$ cat config.mk
export PLATFORM = sky130hd
export DESIGN_NAME = arbitro_mux4_flat
export DESIGN_NICKNAME = d
export VERILOG_FILES = /design/src/rtl/arbitro_mux4_if.sv /design/src/rtl/arbitro_mux4.sv /design/src/flat_wrapper.sv
export SDC_FILE = /design/constraint.sdc
export NUM_CORES = 1
export LEC_CHECK = 0
export CELL_PAD_IN_SITES_DETAIL_PLACEMENT = 0
export CELL_PAD_IN_SITES_GLOBAL_PLACEMENT = 1
export CORE_AREA = 10 10 61 63
export DETAILED_ROUTE_END_ITERATION = 8
export DIE_AREA = 0 0 71 73
export PLACE_DENSITY_LB_ADDON = 0.05
export SETUP_SLACK_MARGIN = 0.4
export SYNTH_ARGS = -nofsm -noshare
export SYNTH_HDL_FRONTEND = slang
export SYNTH_SLANG_ARGS = --single-unit
$ cat constraint.sdc
create_clock -name clk -period 2.5 [get_ports clk]
set_clock_uncertainty 0.2 [all_clocks]
set_input_delay 0.5 -clock clk [delete_from_list [all_inputs] [get_ports clk]]
set_output_delay 0.5 -clock clk [all_outputs]
set_load 0.02 [all_outputs]
$ cat src/rtl/arbitro_mux4_if.sv
// Purpose: request/grant bundle between four requesters and the arbiter of a
// shared 4:1 single-bit mux path.
//   i_req   : per-requester level request
//   i_lock  : grant lock (only when ARB_LOCK_EN is defined)
//   o_gnt   : one-hot registered grant, 0 = no grant
//   o_sel   : index of the granted requester (mux select)
//   o_valid : grant present (its inverse gates the mux reset)
// Modports: master = arbiter side, slave = requester side.
interface arbitro_mux4_if;
  logic [3:0] i_req;
`ifdef ARB_LOCK_EN
  logic       i_lock;
`endif
  logic [3:0] o_gnt;
  logic [1:0] o_sel;
  logic       o_valid;

  modport master (
`ifdef ARB_LOCK_EN
    input  i_lock,
`endif
    input  i_req,
    output o_gnt,
    output o_sel,
    output o_valid
  );

  modport slave (
`ifdef ARB_LOCK_EN
    output i_lock,
`endif
    output i_req,
    input  o_gnt,
    input  o_sel,
    input  o_valid
  );
endinterface

$ cat src/rtl/arbitro_mux4.sv
// Purpose: round-robin arbiter sharing one 4:1 single-bit mux path among four
// requesters, with a hold limit that rotates the grant under contention.
// Ports:
//   clk  : clock, rising edge
//   rs   : synchronous active-high reset
//   bus  : arbitro_mux4_if.master (i_req, [i_lock], o_gnt, o_sel, o_valid)
// Parameters:
//   MAX_HOLD : max consecutive cycles a grant is kept while others wait (>=1)
//   HOLD_W   : hold counter width, 2**HOLD_W > MAX_HOLD
// Optional feature macro ARB_LOCK_EN: adds i_lock, which suppresses the forced
// rotation while the owner keeps requesting.
module arbitro_mux4 #(
  parameter int unsigned MAX_HOLD = 8,
  parameter int unsigned HOLD_W   = 4
) (
  input logic            clk,
  input logic            rs,
  arbitro_mux4_if.master bus
);

  localparam logic [HOLD_W-1:0] HOLD_LAST = HOLD_W'(MAX_HOLD - 1);

  typedef enum logic {IDLE, GRANT} state_e;

  state_e            state_q, state_d;
  logic [3:0]        gnt_q, gnt_d;
  logic [1:0]        sel_q, sel_d;
  logic [1:0]        last_q, last_d;
  logic              valid_q, valid_d;
  logic [HOLD_W-1:0] hold_q, hold_d;

  logic [3:0]        elig_c;
  logic              pick_ok_c;
  logic [1:0]        pick_idx_c;
  logic              lock_c;

`ifdef ARB_LOCK_EN
  assign lock_c = bus.i_lock;
`else
  assign lock_c = 1'b0;
`endif

  // The current owner never competes against itself for a regrant/rotation.
  assign elig_c = bus.i_req & ((state_q == GRANT) ? ~gnt_q : 4'b1111);

  // Round-robin search from last+1; scanning downward lets the nearest win.
  always_comb begin
    pick_ok_c  = 1'b0;
    pick_idx_c = last_q;
    for (int k = 4; k >= 1; k--) begin
      if (elig_c[2'(last_q + 2'(k))]) begin
        pick_ok_c  = 1'b1;
        pick_idx_c = 2'(last_q + 2'(k));
      end
    end
  end

  // Next-state and output computation.
  always_comb begin
    state_d = state_q;
    gnt_d   = gnt_q;
    sel_d   = sel_q;
    last_d  = last_q;
    valid_d = valid_q;
    hold_d  = hold_q;

    unique case (state_q)
      IDLE: begin
        if (pick_ok_c) begin
          state_d = GRANT;
          gnt_d   = 4'(1) << pick_idx_c;
          sel_d   = pick_idx_c;
          last_d  = pick_idx_c;
          valid_d = 1'b1;
          hold_d  = '0;
        end
      end
      GRANT: begin
        if (!bus.i_req[sel_q]) begin
          // Owner released: hand over without a bubble if anyone waits.
          if (pick_ok_c) begin
            gnt_d  = 4'(1) << pick_idx_c;
            sel_d  = pick_idx_c;
            last_d = pick_idx_c;
            hold_d = '0;
          end else begin
            state_d = IDLE;
            gnt_d   = 4'b0000;
            valid_d = 1'b0;
            hold_d  = '0;
          end
        end else if (hold_q == HOLD_LAST && pick_ok_c && !lock_c) begin
          gnt_d  = 4'(1) << pick_idx_c;
          sel_d  = pick_idx_c;
          last_d = pick_idx_c;
          hold_d = '0;
        end else if (hold_q != HOLD_LAST) begin
          hold_d = hold_q + HOLD_W'(1);
        end
      end
      default: state_d = IDLE;
    endcase
  end

  // State register.
  always_ff @(posedge clk) begin
    if (rs) begin
      state_q <= IDLE;
      gnt_q   <= 4'b0000;
      sel_q   <= 2'b00;
      last_q  <= 2'd3;
      valid_q <= 1'b0;
      hold_q  <= '0;
    end else begin
      state_q <= state_d;
      gnt_q   <= gnt_d;
      sel_q   <= sel_d;
      last_q  <= last_d;
      valid_q <= valid_d;
      hold_q  <= hold_d;
    end
  end

  assign bus.o_gnt   = gnt_q;
  assign bus.o_sel   = sel_q;
  assign bus.o_valid = valid_q;

endmodule

$ cat src/flat_wrapper.sv
// flat-port wrapper written by rule: the top's interface ports become plain ports
module arbitro_mux4_flat 
#(
  parameter int unsigned MAX_HOLD = 8,
  parameter int unsigned HOLD_W   = 4
)
  (clk, rs, bus_i_req, bus_o_gnt, bus_o_sel, bus_o_valid);
  arbitro_mux4_if bus_i ();
  input logic clk;
  input logic rs;
  input wire logic [$bits(bus_i.i_req)-1:0] bus_i_req;
  output wire logic [$bits(bus_i.o_gnt)-1:0] bus_o_gnt;
  output wire logic [$bits(bus_i.o_sel)-1:0] bus_o_sel;
  output wire logic [$bits(bus_i.o_valid)-1:0] bus_o_valid;
  assign bus_i.i_req = bus_i_req;
  assign bus_o_gnt = bus_i.o_gnt;
  assign bus_o_sel = bus_i.o_sel;
  assign bus_o_valid = bus_i.o_valid;
  arbitro_mux4 #(.MAX_HOLD(MAX_HOLD), .HOLD_W(HOLD_W)) u_core (.clk(clk), .rs(rs), .bus(bus_i));
endmodule
* Word level (Yosys, flattened, before mapping) *
Cells that the tools add are included.

storage, ports and cells
  input port bits = 6
  register bits after elaboration = 14
  output and inout bits = 7
  logic and storage cells = 72

operators by class
  $add $sub $neg = 4
  muxes and demuxes = 42
  equal/unequal tests = 7
  bitwise logic cells = 3
  reduce and logical (&&, ||, !) cells = 4
  $lt $le $gt $ge = 5
  shift-type cells = 1

operators with widths
  operator                                               count
  two-way mux 4 bit                                      9
  two-way mux 2 bit                                      8
  case mux 4 bit (2 select lines)                        2
  < comparator 2 x 3 -> 1 bit, second input constant     5
  two-way mux 1 bit                                      14
  binary-select mux 1 bit (select 2 bit)                 5
  case mux 2 bit (2 select lines)                        2
  adder 2 bit, second input constant                     2
  adder 4 x 1 -> 4 bit, second input constant            1
  AND 4 bit                                              1
  == test 4 x 3 -> 1 bit, second input constant          1
  inequality test 2 bit, second input constant           2
  inequality test 4 x 3 -> 1 bit, second input constant  1
  inequality test 4 bit, second input constant           1
  NOT 4 bit                                              1
  case mux 1 bit (2 select lines)                        2
  AND reduction 2 bit                                    2
  << shifter 1 x 2 -> 4 bit, first input constant        1
  inequality test 3 bit, second input constant           1
  AND reduction 3 bit                                    1
  adder 2 x 1 -> 2 bit, second input constant            1
  inequality test 2 x 1 -> 1 bit, second input constant  1
  logical AND 1 bit                                      1
  NOT 1 bit                                              1

* Longest topological paths before layout *
Gate-level depths: netlist of the first run.

  depth in word-level cells = 13
  mapped depth = 6
  mapped depth without buffers = 5

* Worst setup path before layout of the first run *
Ideal clock, no wire load.

  kind = flip-flop to flip-flop
  from = register u_core.sel_q[0] (netlist: u_core.bus.o_sel[0])
  to = register u_core.gnt_q[0] (netlist: u_core.bus.o_gnt[0])
  arrival time = 1771 ps
  data required time = 2183 ps
  path slack = 412 ps
  period minus slack after synthesis = 2088 ps
  library setup time = 117 ps
  cell stages (with the launch flop) = 7
  buffers on the path = 1
  cells stage by stage = dfxtp_1 > mux4_2 > inv_2 > nor2_1 > or2_0 > buf_4 > a32o_1

between the ends
  longest elaborated chain between the ends = 4
  elaborated cells on any way between the ends = 6
  classes of those cells = eq/ne (1); mux (4); reduce/logical (1)

RTL lines
  item                                                                    RTL line             text
  from (decl)                                                             arbitro_mux4.sv:27   logic [1:0] sel_q, sel_d;
  from (signal assigned)                                                  arbitro_mux4.sv:117  sel_q <= sel_d;
  binary-select mux 1 bit (select 2 bit) *                                arbitro_mux4.sv:79   if (!bus.i_req[sel_q]) begin
  two-way mux 1 bit (implied by the code) *                               arbitro_mux4.sv:79
  two-way mux 4 bit or inequality test 3 bit (tied branches)              n/a
  case mux 4 bit (2 select lines) or AND reduction 2 bit (tied branches)  n/a
  to (signal assigned)                                                    arbitro_mux4.sv:116  gnt_q <= gnt_d;
  to (decl)                                                               arbitro_mux4.sv:26   logic [3:0] gnt_q, gnt_d;

Mark *: on every way between the ends. The rest lies on a longest branch, timed or not. The select of a mux whose other input is x is not followed.
A chain may end at the register's enable or synchronous reset.

* Final worst setup path of the first run *
  from = input bus_i_req[3]
  to = register u_core.gnt_q[1] (netlist: u_core.bus.o_gnt[1])

between the ends
  longest elaborated chain between the ends = 10
  elaborated cells on any way between the ends = 28
  classes of those cells = eq/ne (2); shift (1); mux (22); bitwise (1); reduce/logical (2)

RTL lines
  item                                                                    RTL line            text
  from (decl)                                                             flat_wrapper.sv:11  input wire logic [$bits(bus_i.i_req)-1:0] bus_i_req;
  AND 4 bit                                                               arbitro_mux4.sv:44  assign elig_c = bus.i_req & ((state_q == GRANT) ? ~gnt_q : 4'b1111);
  binary-select mux 1 bit (select 2 bit)                                  arbitro_mux4.sv:51  if (elig_c[2'(last_q + 2'(k))]) begin
  two-way mux 1 bit (implied by the code)                                 arbitro_mux4.sv:51
  two-way mux 2 bit or two-way mux 1 bit (tied branches) (3 in series)    arbitro_mux4.sv:51
  << shifter 1 x 2 -> 4 bit or two-way mux 1 bit (tied branches)          n/a
  two-way mux 4 bit (tied with other cells)                               arbitro_mux4.sv:81  if (pick_ok_c) begin
  two-way mux 4 bit or inequality test 3 bit (tied branches)              n/a
  case mux 4 bit (2 select lines) or AND reduction 2 bit (tied branches)  n/a

Parallel ways exist; a longest one is shown, timed or not. The select of a mux whose other input is x is not followed.

==> results of run 1 <==
## worst max-delay path by stage
stage | cells after the start | end | start
final | 7 | u_core.bus.o_gnt[1]$_SDFFE_PP0P_ | bus_i_req[3]
after global placement | 7 | u_core.bus.o_gnt[2]$_SDFFE_PP0P_ | bus_i_req[1]
after global routing | 7 | u_core.hold_q[3]$_SDFFE_PP0P_ | bus_i_req[2]
after CTS | 8 | u_core.bus.o_gnt[1]$_SDFFE_PP0P_ | bus_i_req[1]
after floorplan | 6 | u_core.bus.o_gnt[0]$_SDFFE_PP0P_ | u_core.bus.o_sel[0]$_SDFFE_PP0P_
after detailed placement | 7 | u_core.bus.o_gnt[2]$_SDFFE_PP0P_ | bus_i_req[3]
## Yosys cell counts, types with 2 or more instances
master / number / area [µm²]
a21boi_0: 2 / 15.0
o21ai_0: 4 / 20.0
nor3_1: 5 / 25.0
a21oi_1: 5 / 25.0
nand2_1: 4 / 15.0
nand3_1: 2 / 10.0
o221ai_1: 2 / 17.5
nor2_1: 6 / 22.5
a32o_1: 3 / 30.0
nand4b_1: 2 / 17.5
a221oi_1: 2 / 17.5
a21bo_2: 2 / 20.0
dfxtp_1: 14 / 280
nand2b_1: 2 / 12.5
inv_1: 7 / 26.3
## area by class of cell
cell class / count / area (µm²)
clock buffer: 4 / 36.3
tap: 31 / 38.8
multi-input combinational: 61 / 448
inverter: 8 / 30.0
sequential: 14 / 282
fill: 291 / 1520
timing repair buffer: 32 / 262
## layer usage
layer,vias to the layer above,track usage
met2,6,0.164
met1,347,0.0865
met3,2,0.0367
met5,-,0
li1,387,-
met4,0,0.0323
## metrics by stage
step | power [W] | utilization | instances | hold WS [ns] | worst slack, ns
3_5_place_dp | 0.000890 | 0.405 | 145 | 0.272 | -0.107
2_1_floorplan | 0.000642 | - | 86 | 0.249 | 0.412
4_1_cts | 0.00106 | 0.418 | 149 | 0.285 | 0.432
3_3_place_gp | 0.000890 | 0.405 | 145 | 0.257 | -0.123
6_report | 0.00106 | 0.419 | 150 | 0.287 | 0.469
5_1_grt | 0.00114 | 0.419 | 150 | 0.294 | 0.398
## power by group through the flow
stage          registers (W)  clock network (W)  logic (W)
5_1_grt             0.000355           0.000184   0.000604
6_report            0.000346           0.000167   0.000546
3_5_place_dp        0.000352                  0   0.000538
2_1_floorplan       0.000378                  0   0.000264
4_1_cts             0.000348           0.000173   0.000540
3_3_place_gp        0.000354                  0   0.000535
## logic make-up (layout without fill, tap and decap cells)
group | count (synthesis) | count (layout) | share of synthesized area
AO/OA/AOI/OAI | 29 | 29 | 0.307
XOR/XNOR | 1 | 1 | 0.0113
adder cells (fa/ha/maj) | 1 | 1 | 0.0162
buffers and inverters | 11 | 44 | 0.0598
flip-flops | 14 | 14 | 0.362
multiplexers | 2 | 2 | 0.0420
AND/OR/NAND/NOR | 28 | 28 | 0.202
## tightest hold or removal path, delay by kind of cell (launching register included)
family	cells	cell delay, ns
DFF	1	0.34
AOI/OAI and AO/OA	1	0.05
and+or+nand+nor	1	0.06
## state kept, by name, indices dropped and copies added (netlist names)
| name | flops |
|---|---|
| u_core.bus.o_gnt | 4 |
| u_core.bus.o_sel | 2 |
| u_core.bus.o_valid | 1 |
| u_core.hold_q | 4 |
| u_core.last_q | 2 |
| u_core.state_q | 1 |
## timing repair
action / in CTS / in global routing
pin swaps: 1 / 1
endpoints found under the setup margin: 12 / 7
setup buffers: 0 / 1
hold buffers: 0 / 0
gates resized for setup: 6 / 2
gates cloned: 0 / 0
==> run metrics, run 1 <==
outcome=complete, no violations; final net count=127; WP data required=2.48 ns; Setup CP Type=primary input to register; Die Area=5180 µm²; worst skew pair latency=0.28 ns; CTS buffer count=3; Post-synth EDFFs=0; final setup vio count=0; startpoint types=primary input; Top Layer Used=met4; Wirelength per Cell=14.7 µm; met1 wire length=939 µm; RR Endpoint=u_core.bus.o_gnt[1]$_SDFFE_PP0P_; metal2 WL=1.16 mm; startpoint of the worst hold path=u_core.hold_q[1]$_SDFFE_PP0P_; Final Max Slew Viols=0; max incr delay on CP=0.55 ns; GRT Total Usage=0.0888; Mapped Area=774 µm²; R2R setup slack=0.52 ns; cell count after synthesis=86; sequential share of power=0.327; met3 WL=90 µm; Post-route DRC=0; IO Pins=13; vias in the first global route=780; hold endpoint=u_core.hold_q[1]$_SDFFE_PP0P_; Crit Path Max Fanout=5; drt pass-1 iters=3; Clock Power Share=0.157; H-tree levels=1; worst path bufs/invs=3; ys async rst share=0; max_cap viols=0; Crit. End Element=register; Core Rows=19; crit path cell chain=dlygate4sd2_1, mux4_2, inv_2, nor2_1, or2_0, buf_4, a32o_1; antenna cells=0; Core Region=2620 µm²; Sink Count=14; 1st-iter DRT viols=30; Max Clk Rate=0.492 GHz; Design Area, Final=1100 µm²; P_leak=0.469 nW; pin count of the biggest net entering global routing=9; Power Dens Cells=966 nW/µm²; most frequent cells in the layout=buf_4, dfxtp_1, clkdlybuf4s50_1; leading cell type in the layout, fill and taps excluded=buf_4; layout cells sized above 1=0.303; sequential-to-total area share from yosys stat=0.362; Die Height=73 µm; wirelength, routed=2.21 mm; syn_area_per_cell=9.01 µm²; syn_nets=93; total number of yosys warnings=0; global-route wire length before repair=3.69 mm; hold path depth=2; CTS root buffer=clkbuf_4; Worst VDD drop=0.489 mV; cells on worst reg2reg path=6; Synth Register Bits=14; grt ovf=0; Antenna Nets Post-Route=0; slowest CP cell=mux4_2; via density per instance=4.95; Worst EP arrival=2.01 ns; minimum clock period=2.03 ns; combinational cell fraction of total power=0.516; initial core utilization=0.296; Psw=0.000400 W; CTS clk-pin slew, worst paths=0.09 ns; CTS tree=done; family with the most delay on the worst path=multiplexers; Routability Congestion=0.725; P&R area growth vs syn=41.5%; final hold vios=0; R2R Path Start=u_core.bus.o_sel[0]$_SDFFE_PP0P_; initial antenna violation count=0; routed vias=742; Internal Power=0.000659 W; RSZ-0062 raised after global routing=true; Hold Crit Class=register to register; I/O Buffers=12; Slew @ Worst Pin=0.381 ns; final setup TNS=0 ns; clk buf depth=2; dominant synthesized flop cell=dfxtp_1; Post-DP Area=1060 µm²; Slew HR=0.746; Netlist cell types=39; crit share post-route=0.813; dpl hpwl=1.75 mm; Die X=71 µm; Sw Ratio=0.378
Power figures use the tool's default switching activity.
==> run 2, diff against run 1 <==
clock period = 1.8 ns   (was 2.5 ns; I/O delays follow)
==> run 2 against run 1 <==
The flow now finishes with violations (setup timing). Utilization grew 5.3 points. Non-clock buffer count grew 7. Global-route usage grew 0.36 points. Sequential share of layout area shrank 2.2 points. Register-to-register slack lost 0.65 ns. Clock power grew 18%. Die area is the same. Cell area grew 13%. Combinational power grew 85%. Critical path depth shrank 1. First-iteration DRC count grew 27%. Critical path type is now register to register.
==> run metrics, run 2 (synthesized netlist as in run 1, its figures left out) <==
cells on worst reg2reg path=6 (unchanged); P_leak=0.532 nW (was 0.469 nW); I/O Buffers=12 (unchanged); max_cap viols=0 (unchanged); H-tree levels=1 (unchanged); CTS Hold Bufs=0 (unchanged); Core Rows=19 (unchanged); minimum clock period=1.93 ns; WP data required=1.78 ns (was 2.48 ns); Cell Count, Final, Fillers Out=157 (was 150); Antenna Nets Post-Route=0 (unchanged); startpoint types=register (was primary input); Worst EP arrival=1.91 ns (was 2.01 ns); global-route wire length before repair=3.93 mm (was 3.69 mm); Final WS setup=-0.132 ns (was 0.469 ns); R2R Path Start=u_core.bus.o_sel[0]$_SDFFE_PP0P_ (unchanged); final hold vios=0 (unchanged); initial antenna violation count=0 (unchanged); pin count of the biggest net entering global routing=9 (unchanged); Post-route DRC=0 (unchanged); worst skew pair latency=0.28 ns (about the same); most frequent cells in the layout=buf_4, buf_6, dfxtp_1 (was buf_4, dfxtp_1, clkdlybuf4s50_1); 1st-iter DRT viols=38 (was 30); Crit Path Max Fanout=5 (unchanged); Slew HR=0.764 (was 0.746); P&R area growth vs syn=59.3% (was 41.5%); final setup TNS=-0.869 ns (was 0 ns); Max Clk Rate=0.518 GHz; Final Max Slew Viols=0 (unchanged); layout cells sized above 1=0.492 (was 0.303); failing checks=setup timing; routed vias=784 (was 742); CTS root buffer=clkbuf_4 (unchanged); vias in the first global route=818 (was 780); Post-Route Utilization=0.472 (was 0.419); Hold Crit Class=register to register (unchanged); IO Pins=13 (unchanged); outcome=complete, but fails checks (was complete, no violations); Worst Setup SP=u_core.bus.o_sel[0]$_SDFFE_PP0P_ (was bus_i_req[3]); RSZ-0062 raised after global routing=true (unchanged); Slew @ Worst Pin=0.351 ns (was 0.381 ns); leading cell type in the layout, fill and taps excluded=buf_4 (unchanged); Routability Congestion=0.763 (was 0.725); Wirelength per Cell=14.7 µm (about the same); Filler cells=257 (was 291); final setup vio count=11 (was 0); dpl hpwl=1.81 mm (was 1.75 mm); wirelength, routed=2.31 mm (was 2.21 mm); Worst VDD drop=0.925 mV (was 0.489 mV); CTS tree=done (unchanged); Die Area=5180 µm² (unchanged); Power Dens Cells=1370 nW/µm² (was 966 nW/µm²); PnR Total Power=0.00170 W (was 0.00106 W); Core Region=2620 µm² (unchanged); GRT Total Usage=0.0924 (was 0.0888); clk buf depth=2 (unchanged); final net count=134 (was 127); crit path capture=u_core.bus.o_gnt[1]$_SDFFE_PP0P_ (unchanged); Setup CP Type=register to register (was primary input to register); R2R setup slack=-0.13 ns (was 0.52 ns); initial core utilization=0.296 (unchanged); CTS clk-pin slew, worst paths=0.09 ns (about the same); CTS buffer count=3 (unchanged); antenna cells=0 (unchanged); crit share post-route=1.07; Crit. End Element=register (unchanged); via density per instance=4.99 (was 4.95); drt pass-1 iters=4 (was 3); placed insts=151 (was 145); Die Height=73 µm (unchanged); Die X=71 µm (unchanged); Sink Count=14 (unchanged); RR Endpoint=u_core.bus.o_gnt[1]$_SDFFE_PP0P_ (unchanged); grt ovf=0 (unchanged); dpl ws=-0.681 ns (was -0.107 ns)
## run 2: cell type report
class	instances	area, µm²	share of cell area
clock buffer	4	26.3	0.0213
multi-input combinational	61	505	0.410
inverter	8	30.0	0.0243
tap	31	38.8	0.0314
sequential	14	290	0.235
timing repair buffer	39	343	0.278
## run 2: worst max-delay path, stage by stage, from the launching register on
cell and delay (ns):
dfxtp_4 0.37, mux4_2 0.57, inv_2 0.09, nor2_2 0.04, or2_1 0.22, buf_6 0.13
a32o_1 0.21
## run 2: per-layer routing
metal,wire (µm),share of wire,track usage,up-vias
met5,0,0,0,-
met3,58,0.025,0.0190,4
met2,1170,0.50,0.158,8
li1,-,-,-,401
met1,1030,0.45,0.102,371
met4,53,0.023,0.0581,0
## run 2: power breakdown
part           internal (W)  switching [W]  total, W
Combinational      0.000562       0.000445   0.00101
Sequential         0.000406      0.0000859  0.000492
Clock             0.0000859       0.000111  0.000197
## run 2: worst min path at each step
stage                                        from                            end  slack, ns  depth (start not counted)
floorplan           u_core.hold_q[1]$_SDFFE_PP0P_  u_core.hold_q[1]$_SDFFE_PP0P_       0.25                          2
global placement    u_core.hold_q[1]$_SDFFE_PP0P_  u_core.hold_q[1]$_SDFFE_PP0P_       0.26                          2
detailed placement  u_core.hold_q[1]$_SDFFE_PP0P_  u_core.hold_q[1]$_SDFFE_PP0P_       0.27                          2
CTS                 u_core.hold_q[1]$_SDFFE_PP0P_  u_core.hold_q[1]$_SDFFE_PP0P_       0.28                          2
global route        u_core.hold_q[1]$_SDFFE_PP0P_  u_core.hold_q[1]$_SDFFE_PP0P_       0.33                          2
finish              u_core.hold_q[1]$_SDFFE_PP0P_  u_core.hold_q[1]$_SDFFE_PP0P_       0.29                          2
## run 2: metrics by stage
stage	hold slack (ns)	instance area, µm²
2_1_floorplan	0.249	782
3_3_place_gp	0.260	1110
3_5_place_dp	0.269	1110
4_1_cts	0.283	1170
5_1_grt	0.326	1230
6_report	0.286	1230
## run 2: repair_timing
item,in CTS,in global routing
pin swaps,1,4
hold endpoints to repair,0,0
buffers inserted,0,2
setup endpoints to repair,21,20
resized for setup,55,12
==> run 3, diff against run 2 <==
DONT_BUFFER_PORTS = 1   (was default)
==> run 3 against run 2 <==
The flow still finishes with violations (setup timing). Via count shrank 1.1%. Combinational power shrank 12%. Sequential share of layout area grew 2.8 points. Largest power group unchanged. Cell area shrank 9.7%. Maximum frequency grew 1.3%. Setup slack gained 0.024 ns. Clock power grew 17%. Largest cell class unchanged. Critical endpoint is now u_core.bus.o_valid$_SDFFE_PP0P_. Non-clock buffer count shrank 10. Sequential power is essentially flat. Hold slack lost 0.24 ns. Die area is the same.
==> run metrics, run 3 (synthesized netlist as in run 1, its figures left out) <==
outcome=complete, but fails checks (unchanged); failing checks=setup timing (unchanged); 1st-iter DRT viols=60 (was 38); leading cell type in the layout, fill and taps excluded=buf_4 (unchanged); I/O Buffers=0 (was 12); Die Area=5180 µm² (unchanged); clk buf depth=2 (unchanged); RSZ-0062 raised after global routing=true (unchanged); GRT Total Usage=0.0975 (was 0.0924); global-route wire length before repair=4.08 mm (was 3.93 mm); H-tree levels=1 (unchanged); CTS root buffer=clkbuf_4 (unchanged); Die Height=73 µm (unchanged); worst skew pair latency=0.28 ns (about the same); antenna cells=0 (unchanged); Sink Count=14 (unchanged); Final WS setup=-0.108 ns (was -0.132 ns); crit share post-route=1.06 (was 1.07); final hold vios=0 (unchanged); Die X=71 µm (unchanged); R2R setup slack=-0.11 ns (was -0.13 ns); Final Max Slew Viols=0 (unchanged); minimum clock period=1.91 ns (was 1.93 ns); dpl ws=-0.124 ns (was -0.681 ns); Crit. End Element=register (unchanged); Worst EP arrival=1.87 ns (was 1.91 ns); final net count=124 (was 134); Core Region=2620 µm² (unchanged); most frequent cells in the layout=buf_4, dfxtp_1, inv_1 (was buf_4, buf_6, dfxtp_1); CTS clk-pin slew, worst paths=0.09 ns (about the same); Setup CP Type=register to register (unchanged); Power Dens Cells=1450 nW/µm² (was 1370 nW/µm²); startpoint types=register (unchanged); pin count of the biggest net entering global routing=9 (unchanged); Routability Congestion=0.705 (was 0.763); final setup vio count=13 (was 11); Wirelength per Cell=16.4 µm (was 14.7 µm); Crit Path Max Fanout=4 (was 5); P_leak=0.476 nW (was 0.532 nW); P&R area growth vs syn=43.8% (was 59.3%); Max Clk Rate=0.524 GHz (was 0.518 GHz); dpl hpwl=1.76 mm (was 1.81 mm); grt ovf=0 (unchanged); Post-route DRC=0 (unchanged); Core Rows=19 (unchanged); drt pass-1 iters=4 (unchanged); WP data required=1.77 ns (was 1.78 ns); via density per instance=5.27 (was 4.99); max_cap viols=0 (unchanged); initial antenna violation count=0 (unchanged); CTS buffer count=3 (unchanged); vias in the first global route=795 (was 818); IO Pins=13 (unchanged); Slew @ Worst Pin=0.366 ns (was 0.351 ns); layout cells sized above 1=0.448 (was 0.492); CTS tree=done (unchanged); Hold Crit Class=primary input to register (was register to register); Antenna Nets Post-Route=0 (unchanged); Slew HR=0.755 (was 0.764); Worst VDD drop=0.613 mV (was 0.925 mV); Cell Count, Final, Fillers Out=147 (was 157); placed insts=138 (was 151); routed vias=775 (was 784); initial core utilization=0.296 (unchanged); wirelength, routed=2.42 mm (was 2.31 mm); PnR Total Power=0.00161 W (was 0.00170 W)
==> run 3: layout make-up <==
class,count,area (µm²)
Sequential cell,14,293
Timing Repair Buffer,29,231
Multi-Input combinational cell,61,484
Inverter,8,30.0
Fill cell,267,1500
Clock buffer,4,36.3
Tap cell,31,38.8
==> run 3: what timing repair did <==
action / in CTS / in global routing
endpoints found under the hold margin: 7 / 0
setup buffers: 4 / 0
hold buffers: 1 / 0
pin swaps: 1 / 0
setup endpoints to repair: 16 / 18
gates resized for setup: 11 / 7
==> run 3: path summary, 6_finish.rpt <==
check / from / endpoint / depth (start not counted)
max: u_core.bus.o_sel[0]$_SDFFE_PP0P_ / u_core.bus.o_valid$_SDFFE_PP0P_ / 7
min: rs / u_core.last_q[1]$_SDFFE_PP1P_ / 2
max reg2reg: u_core.bus.o_sel[0]$_SDFFE_PP0P_ / u_core.bus.o_valid$_SDFFE_PP0P_ / 7
min reg2reg: u_core.hold_q[1]$_SDFFE_PP0P_ / u_core.hold_q[1]$_SDFFE_PP0P_ / 2
==> run 3: per-layer routing <==
| layer | global-route usage | wire length [µm] | vias to the layer above |
|---|---|---|---|
| li1 | - | - | 381 |
| met1 | 0.100 | 964 | 371 |
| met2 | 0.173 | 1310 | 19 |
| met3 | 0.0395 | 108 | 4 |
| met4 | 0.0387 | 30 | 0 |
| met5 | 0 | 0 | - |
==> run 3: power by group <==
| part | switching [W] | leakage, nW | internal (W) |
|---|---|---|---|
| clock | 0.000107 | 0.0210 | 0.000123 |
| combinational | 0.000414 | 0.337 | 0.000477 |
| sequential | 0.0000808 | 0.118 | 0.000408 |
| total | 0.000602 | 0.476 | 0.00101 |
==> run 3: per-stage QoR <==
step | utilization | cell area (µm²) | hold slack [ns] | TNS, ns
final | 0.426 | 1110 | 0.0442 | -0.992
after detailed placement | 0.377 | 985 | 0.234 | -0.809
after global routing | 0.426 | 1110 | 0.0385 | -2.02
after global placement | 0.377 | 985 | 0.232 | -0.823
after floorplan | - | 782 | 0.249 | -0.924
after CTS | 0.423 | 1110 | 0.0450 | -1.06
==> run 3: critical path, cell delays in order, from the launching register on <==
cell and delay, ns:
dfxtp_4 0.36, mux4_2 0.56, buf_4 0.17, buf_6 0.10, buf_6 0.10, buf_4 0.14, nor2_4 0.10, a211oi_1 0.07
